`config.mk`:
```
export PLATFORM = sky130hd
export DESIGN_NAME = fetch_sequencer
export DESIGN_NICKNAME = d
export VERILOG_FILES = /design/src/rtl/fetch_sequencer.sv
export SDC_FILE = /design/constraint.sdc
export NUM_CORES = 1
export LEC_CHECK = 0
export ABC_AREA = 0
export CORE_UTILIZATION = 55
export CTS_CLUSTER_DIAMETER = 30
export DETAILED_ROUTE_END_ITERATION = 10
export DONT_BUFFER_PORTS = 1
export PLACE_DENSITY = 0.81
export SLEW_MARGIN = 20
export SYNTH_ARGS = -nofsm -noshare
export SYNTH_HDL_FRONTEND = slang
export SYNTH_SLANG_ARGS = --single-unit
```
`constraint.sdc`:
```
create_clock -name Clock -period 1.7 [get_ports Clock]
set_input_delay 0 -clock Clock [delete_from_list [all_inputs] [get_ports Clock]]
set_output_delay 0 -clock Clock [all_outputs]
set_load 0.1 [all_outputs]
```
`src/rtl/fetch_sequencer.sv`:
```
// fetch_sequencer: instruction fetch/sequencing stage for picoMips.
// Drives the address of the synchronous program memory and hides its one-cycle read latency.
// It runs the halt-until-switch opcode (HEI) locally against a synchronised, debounced SW8,
// and forwards every other instruction to decode with a one-cycle valid strobe.
// The program counter wraps at PROG_LEN.
//
// Ports:
//   Clock        in   system clock, rising edge
//   nReset       in   asynchronous active-low reset
//   Sw8          in   raw asynchronous switch SW8
//   Instruction  in   program memory read data (word at the previous cycle's Addr)
//   Addr         out  program memory address (registered)
//   Exec_Instr   out  instruction forwarded to decode (registered)
//   Exec_Valid   out  one-cycle strobe: Exec_Instr holds a new non-HEI instruction
//   Waiting      out  sequencer is stalled in an HEI wait (registered)
module fetch_sequencer #(
  parameter int unsigned ADDR_W          = 5,
  parameter int unsigned PROG_LEN        = 28,
  parameter logic [5:0]  OP_HEI          = 6'b000000,
  parameter int unsigned DEBOUNCE_CYCLES = 4
) (
  input  logic              Clock,
  input  logic              nReset,
  input  logic              Sw8,
  input  logic [9:0]        Instruction,
  output logic [ADDR_W-1:0] Addr,
  output logic [9:0]        Exec_Instr,
  output logic              Exec_Valid,
  output logic              Waiting
);

  localparam logic [ADDR_W-1:0] LastAddr = ADDR_W'(PROG_LEN - 1);
  localparam int unsigned       CntW     = (DEBOUNCE_CYCLES > 1) ? $clog2(DEBOUNCE_CYCLES) : 1;
  localparam logic [CntW-1:0]   CntMax   = CntW'(DEBOUNCE_CYCLES - 1);

  typedef enum logic [1:0] {StFill, StRun, StWait} state_e;

  function automatic logic [ADDR_W-1:0] next_addr(input logic [ADDR_W-1:0] a);
    return (a == LastAddr) ? '0 : a + ADDR_W'(1);
  endfunction

  // ---------------------------------------------------------------------------
  // SW8 synchroniser and debouncer
  // ---------------------------------------------------------------------------
  logic            sync1_q, sync2_q;
  logic            db_q, db_d;
  logic [CntW-1:0] cnt_q, cnt_d;

  always_ff @(posedge Clock or negedge nReset) begin
    if (!nReset) begin
      sync1_q <= 1'b0;
      sync2_q <= 1'b0;
      db_q    <= 1'b0;
      cnt_q   <= '0;
    end else begin
      sync1_q <= Sw8;
      sync2_q <= sync1_q;
      db_q    <= db_d;
      cnt_q   <= cnt_d;
    end
  end

  // cnt_q counts mismatch cycles already seen; the flip happens on the
  // DEBOUNCE_CYCLES-th consecutive mismatching cycle.
  always_comb begin
    db_d  = db_q;
    cnt_d = cnt_q;
    if (sync2_q == db_q) begin
      cnt_d = '0;
    end else if (cnt_q == CntMax) begin
      db_d  = sync2_q;
      cnt_d = '0;
    end else begin
      cnt_d = cnt_q + CntW'(1);
    end
  end

  // ---------------------------------------------------------------------------
  // Fetch sequencer FSM
  // ---------------------------------------------------------------------------
  state_e            state_q, state_d;
  logic [ADDR_W-1:0] addr_q, addr_d;
  logic [9:0]        exec_instr_q, exec_instr_d;
  logic              exec_valid_q, exec_valid_d;
  logic              waiting_q, waiting_d;
  logic              wait_bit_q, wait_bit_d;

  logic is_hei;
  assign is_hei = (Instruction[9:4] == OP_HEI);

  always_ff @(posedge Clock or negedge nReset) begin
    if (!nReset) begin
      state_q      <= StFill;
      addr_q       <= '0;
      exec_instr_q <= '0;
      exec_valid_q <= 1'b0;
      waiting_q    <= 1'b0;
      wait_bit_q   <= 1'b0;
    end else begin
      state_q      <= state_d;
      addr_q       <= addr_d;
      exec_instr_q <= exec_instr_d;
      exec_valid_q <= exec_valid_d;
      waiting_q    <= waiting_d;
      wait_bit_q   <= wait_bit_d;
    end
  end

  always_comb begin
    state_d      = state_q;
    addr_d       = addr_q;
    exec_instr_d = exec_instr_q;
    exec_valid_d = 1'b0;
    waiting_d    = waiting_q;
    wait_bit_d   = wait_bit_q;

    unique case (state_q)
      // Memory output is stale after reset; just issue the second address.
      StFill: begin
        addr_d  = next_addr(addr_q);
        state_d = StRun;
      end

      StRun: begin
        if (!is_hei) begin
          exec_instr_d = Instruction;
          exec_valid_d = 1'b1;
          addr_d       = next_addr(addr_q);
        end else if (db_q != Instruction[0]) begin
          // Condition already met: HEI degenerates to a skip.
          addr_d = next_addr(addr_q);
        end else begin
          // Hold Addr so memory keeps presenting the word after the HEI.
          wait_bit_d = Instruction[0];
          waiting_d  = 1'b1;
          state_d    = StWait;
        end
      end

      StWait: begin
        if (db_q != wait_bit_q) begin
          waiting_d = 1'b0;
          addr_d    = next_addr(addr_q);
          state_d   = StRun;
        end
      end

      default: begin
        state_d = StFill;
      end
    endcase
  end

  assign Addr       = addr_q;
  assign Exec_Instr = exec_instr_q;
  assign Exec_Valid = exec_valid_q;
  assign Waiting    = waiting_q;

endmodule

```
==> results.json <==
{
  "syn_area_um2": 1130,
  "ctsLongestPathBuffers": 2,
  "tns_ps": 0,
  "drv_slew": 0,
  "layout-area-overhead-vs-synth_pct": 31.1,
  "vias_per_cell": 5.29,
  "relSlewSlack_pct": 64.6,
  "port_buffers": 0,
  "skew_ps": 2.55,
  "hold_class": "primary input to register",
  "crit_path_max_fanout": 3,
  "grt_max_degree": 26,
  "ant_nets": 0,
  "arrival_ps": 1880,
  "crit_path_start": "Instruction[6]",
  "ys_types": 31,
  "gr-usage-met2_pct": 37.5,
  "end_kind": "register",
  "synth_area_leaders": "dfrtp_1, mux2_4, mux2_1",
  "antenna_found_initial": 0,
  "grt_util_met1_pct": 27.1,
  "crit_chain": "dlygate4sd3_1 > nor4_4 > o2111ai_1 > dlygate4sd3_1 > a32oi_1",
  "cts_root_buf": "clkbuf_4",
  "worstSkewPairLatency_ps": 320,
  "synth_top_area_share_pct": 55.2,
  "required_ps": 1960,
  "powerDensity_nw_per_um2": 1560,
  "path_class": "primary input to register",
  "drtIter0Drc": 9,
  "gr-total-overflow": 0,
  "drt-pass1-iter-count": 4,
  "final_nets": 134,
  "clk_pin_slew_ps": 130,
  "setup_violations": 0,
  "ir_drop_mv": 1.55,
  "cts-buffers-inserted": 3,
  "period_needed_ps": 1630,
  "htree_levels": 1,
  "max_cap_viol_count": 0,
  "vias": 767,
  "drc": 0,
  "dieArea_um2": 2250,
  "cp_slowest_cell": "dlygate4sd3_1",
  "ys_seq_area_share_pct": 55.2,
  "grt_use_total_pct": 21.6,
  "grt-busiest-layer": "met2",
  "crit_path_start_kind": "primary input",
  "synth.avg_cell_area_um2": 14.2,
  "reg2reg_from": "state_q[0]$_DFFE_PN0P_",
  "core_um2": 1940,
  "min_from": "Instruction[8]",
  "yosys_register_bits": 25,
  "start_util_pct": 58.4,
  "cts_tree": "yes",
  "syn_nets": 95,
  "hold_slack_ps": 56.8,
  "grt_pass1_vias": 749,
  "drive_above_1_share_pct": 46.6,
  "dp_hpwl_mm": 1.39,
  "critPathMostFrequentCell": "dlygate4sd3_1",
  "critPathBufInv": 2,
  "worst_pin_slew_ps": 531,
  "hold_viol_final": 0,
  "cpPeakStageDelay_ps": 600,
  "pin_count": 30,
  "synth_largest_area_cell": "dfrtp_1",
  "status": "complete, no violations",
  "crit_family": "buffers and inverters",
  "grt_pass1_wl_mm": 3.21,
  "wire_per_inst_um": 15.6,
  "yosys_warnings": 0,
  "post-route-period-util_pct": 95.7,
  "wl_mm": 2.26,
  "globalplace.congestion": 0.738,
  "max_freq_mhz": 615,
  "clock_sinks": 25,
  "grtUsageMet3_pct": 2.69,
  "die_h_um": 47.4,
  "p_leak_nw": 0.686,
  "syn_inst": 80,
  "rsz0062_at_grt": "false",
  "num_antenna_cells": 0,
  "die_x_um": 47.4,
  "rows": 16
}
==> routing by layer <==
layer / vias to the layer above / part of all wire (%)
met3: 3 / 2.8
li1: 363 / -
met4: 0 / 1.5
met5: - / 0
met2: 20 / 53
met1: 381 / 43
==> power breakdown <==
group / internal (mW) / switching (mW)
registers: 0.733 / 0.118
clock network: 0.0884 / 0.177
logic: 0.352 / 0.858
==> area by class of cell <==
type                    instances  area (um^2)
clock inverters                 1         5.00
inverters                       4         15.0
fillers                       117          455
repair buffers                 36          300
multi-input cells              49          475
well taps                      27         33.8
flip-flops and latches         25          634
clock buffers                   3         22.5
==> worst paths after layout <==
path | cells after the start | slack [ps] | to
max | 5 | 70 | Waiting$_DFFE_PN0P_
min | 3 | 60 | wait_bit_q$_DFFE_PN0P_
max reg2reg | 5 | 80 | Waiting$_DFFE_PN0P_
min reg2reg | 0 | 380 | sync2_q$_DFF_PN0_
max in group asynchronous | 2 | 1150 | db_q$_DFFE_PN0P_
min in group asynchronous | 2 | 170 | Waiting$_DFFE_PN0P_
==> cells in the mapped netlist <==
cell type and number:
inv_2 1, nand2_1 2, and2_4 2, and4b_1 1
o2111ai_1 1, o31ai_4 1, mux2_4 8, xor2_1 1
nor2b_1 3, nand4_1 1, a21oi_1 1, inv_1 3
a31o_2 1, o2bb2ai_1 1, a32oi_1 1, o2111ai_2 1
nand4b_1 1, a211oi_2 1, nor4_4 1, mux2_2 2
nand3_1 2, o21ai_0 1, xnor2_1 1, buf_6 2
o21ai_1 1, nor2_1 5, dfrtp_1 25, mux2_1 5
nor3_1 1, ha_1 2, nand2_2 1
==> logic make-up after synthesis <==
group	synth area share (%)
flops	55.2
simple gates	11.5
mux	17.5
compound gates	8.72
buf+inv	3.31
xor+xnor	1.55
fa+ha+maj	2.21
==> sequential cells by signal (all words and copies together) (netlist names) <==
register	count
Addr	5
Exec_Instr	10
Exec_Valid	1
Waiting	1
cnt_q	2
db_q	1
state_q	2
sync1_q	1
sync2_q	1
wait_bit_q	1
==> placed cells by master, fill, tap and decap left out, drive strengths merged, types with 2 or more instances in the layout <==
master	netlist	layout
and2	2	2
dfrtp	25	25
o21ai	2	2
mux2	15	15
inv	4	4
ha	2	2
dlygate4sd3	0	13
clkbuf	0	3
o2111ai	2	2
nand3	2	2
buf	2	23
nor2	5	5
nand2	3	3
nor2b	3	3
==> worst reg2reg max path: cells and delay by family, from the launching register on <==
family,cells,cell delay (ps)
buffers and inverters,2,680
DFF,1,440
AOI/OAI and AO/OA,2,280
and+or+nand+nor,1,150
==> metrics by stage <==
step | util [%] | instance area (um^2) | power [mW] | setup WS [ps] | instances
after global placement | 66.6 | 1290 | 1.96 | 283 | 124
after detailed placement | 66.6 | 1290 | 1.99 | 214 | 124
after floorplan | - | 1140 | 1.80 | 65.0 | 80
after global routing | 76.5 | 1490 | 2.44 | 5.81 | 145
after CTS | 74.7 | 1450 | 2.28 | 23.2 | 141
final | 76.5 | 1490 | 2.33 | 73.7 | 145
==> repair_timing <==
action                                  4_1_cts  5_1_grt
hold buffers                                 13        1
buffers inserted                              0        3
hold endpoints to repair                     40       25
resized for setup                             0        4
endpoints found under the setup margin        0        2
Power figures use the tool's default switching activity.
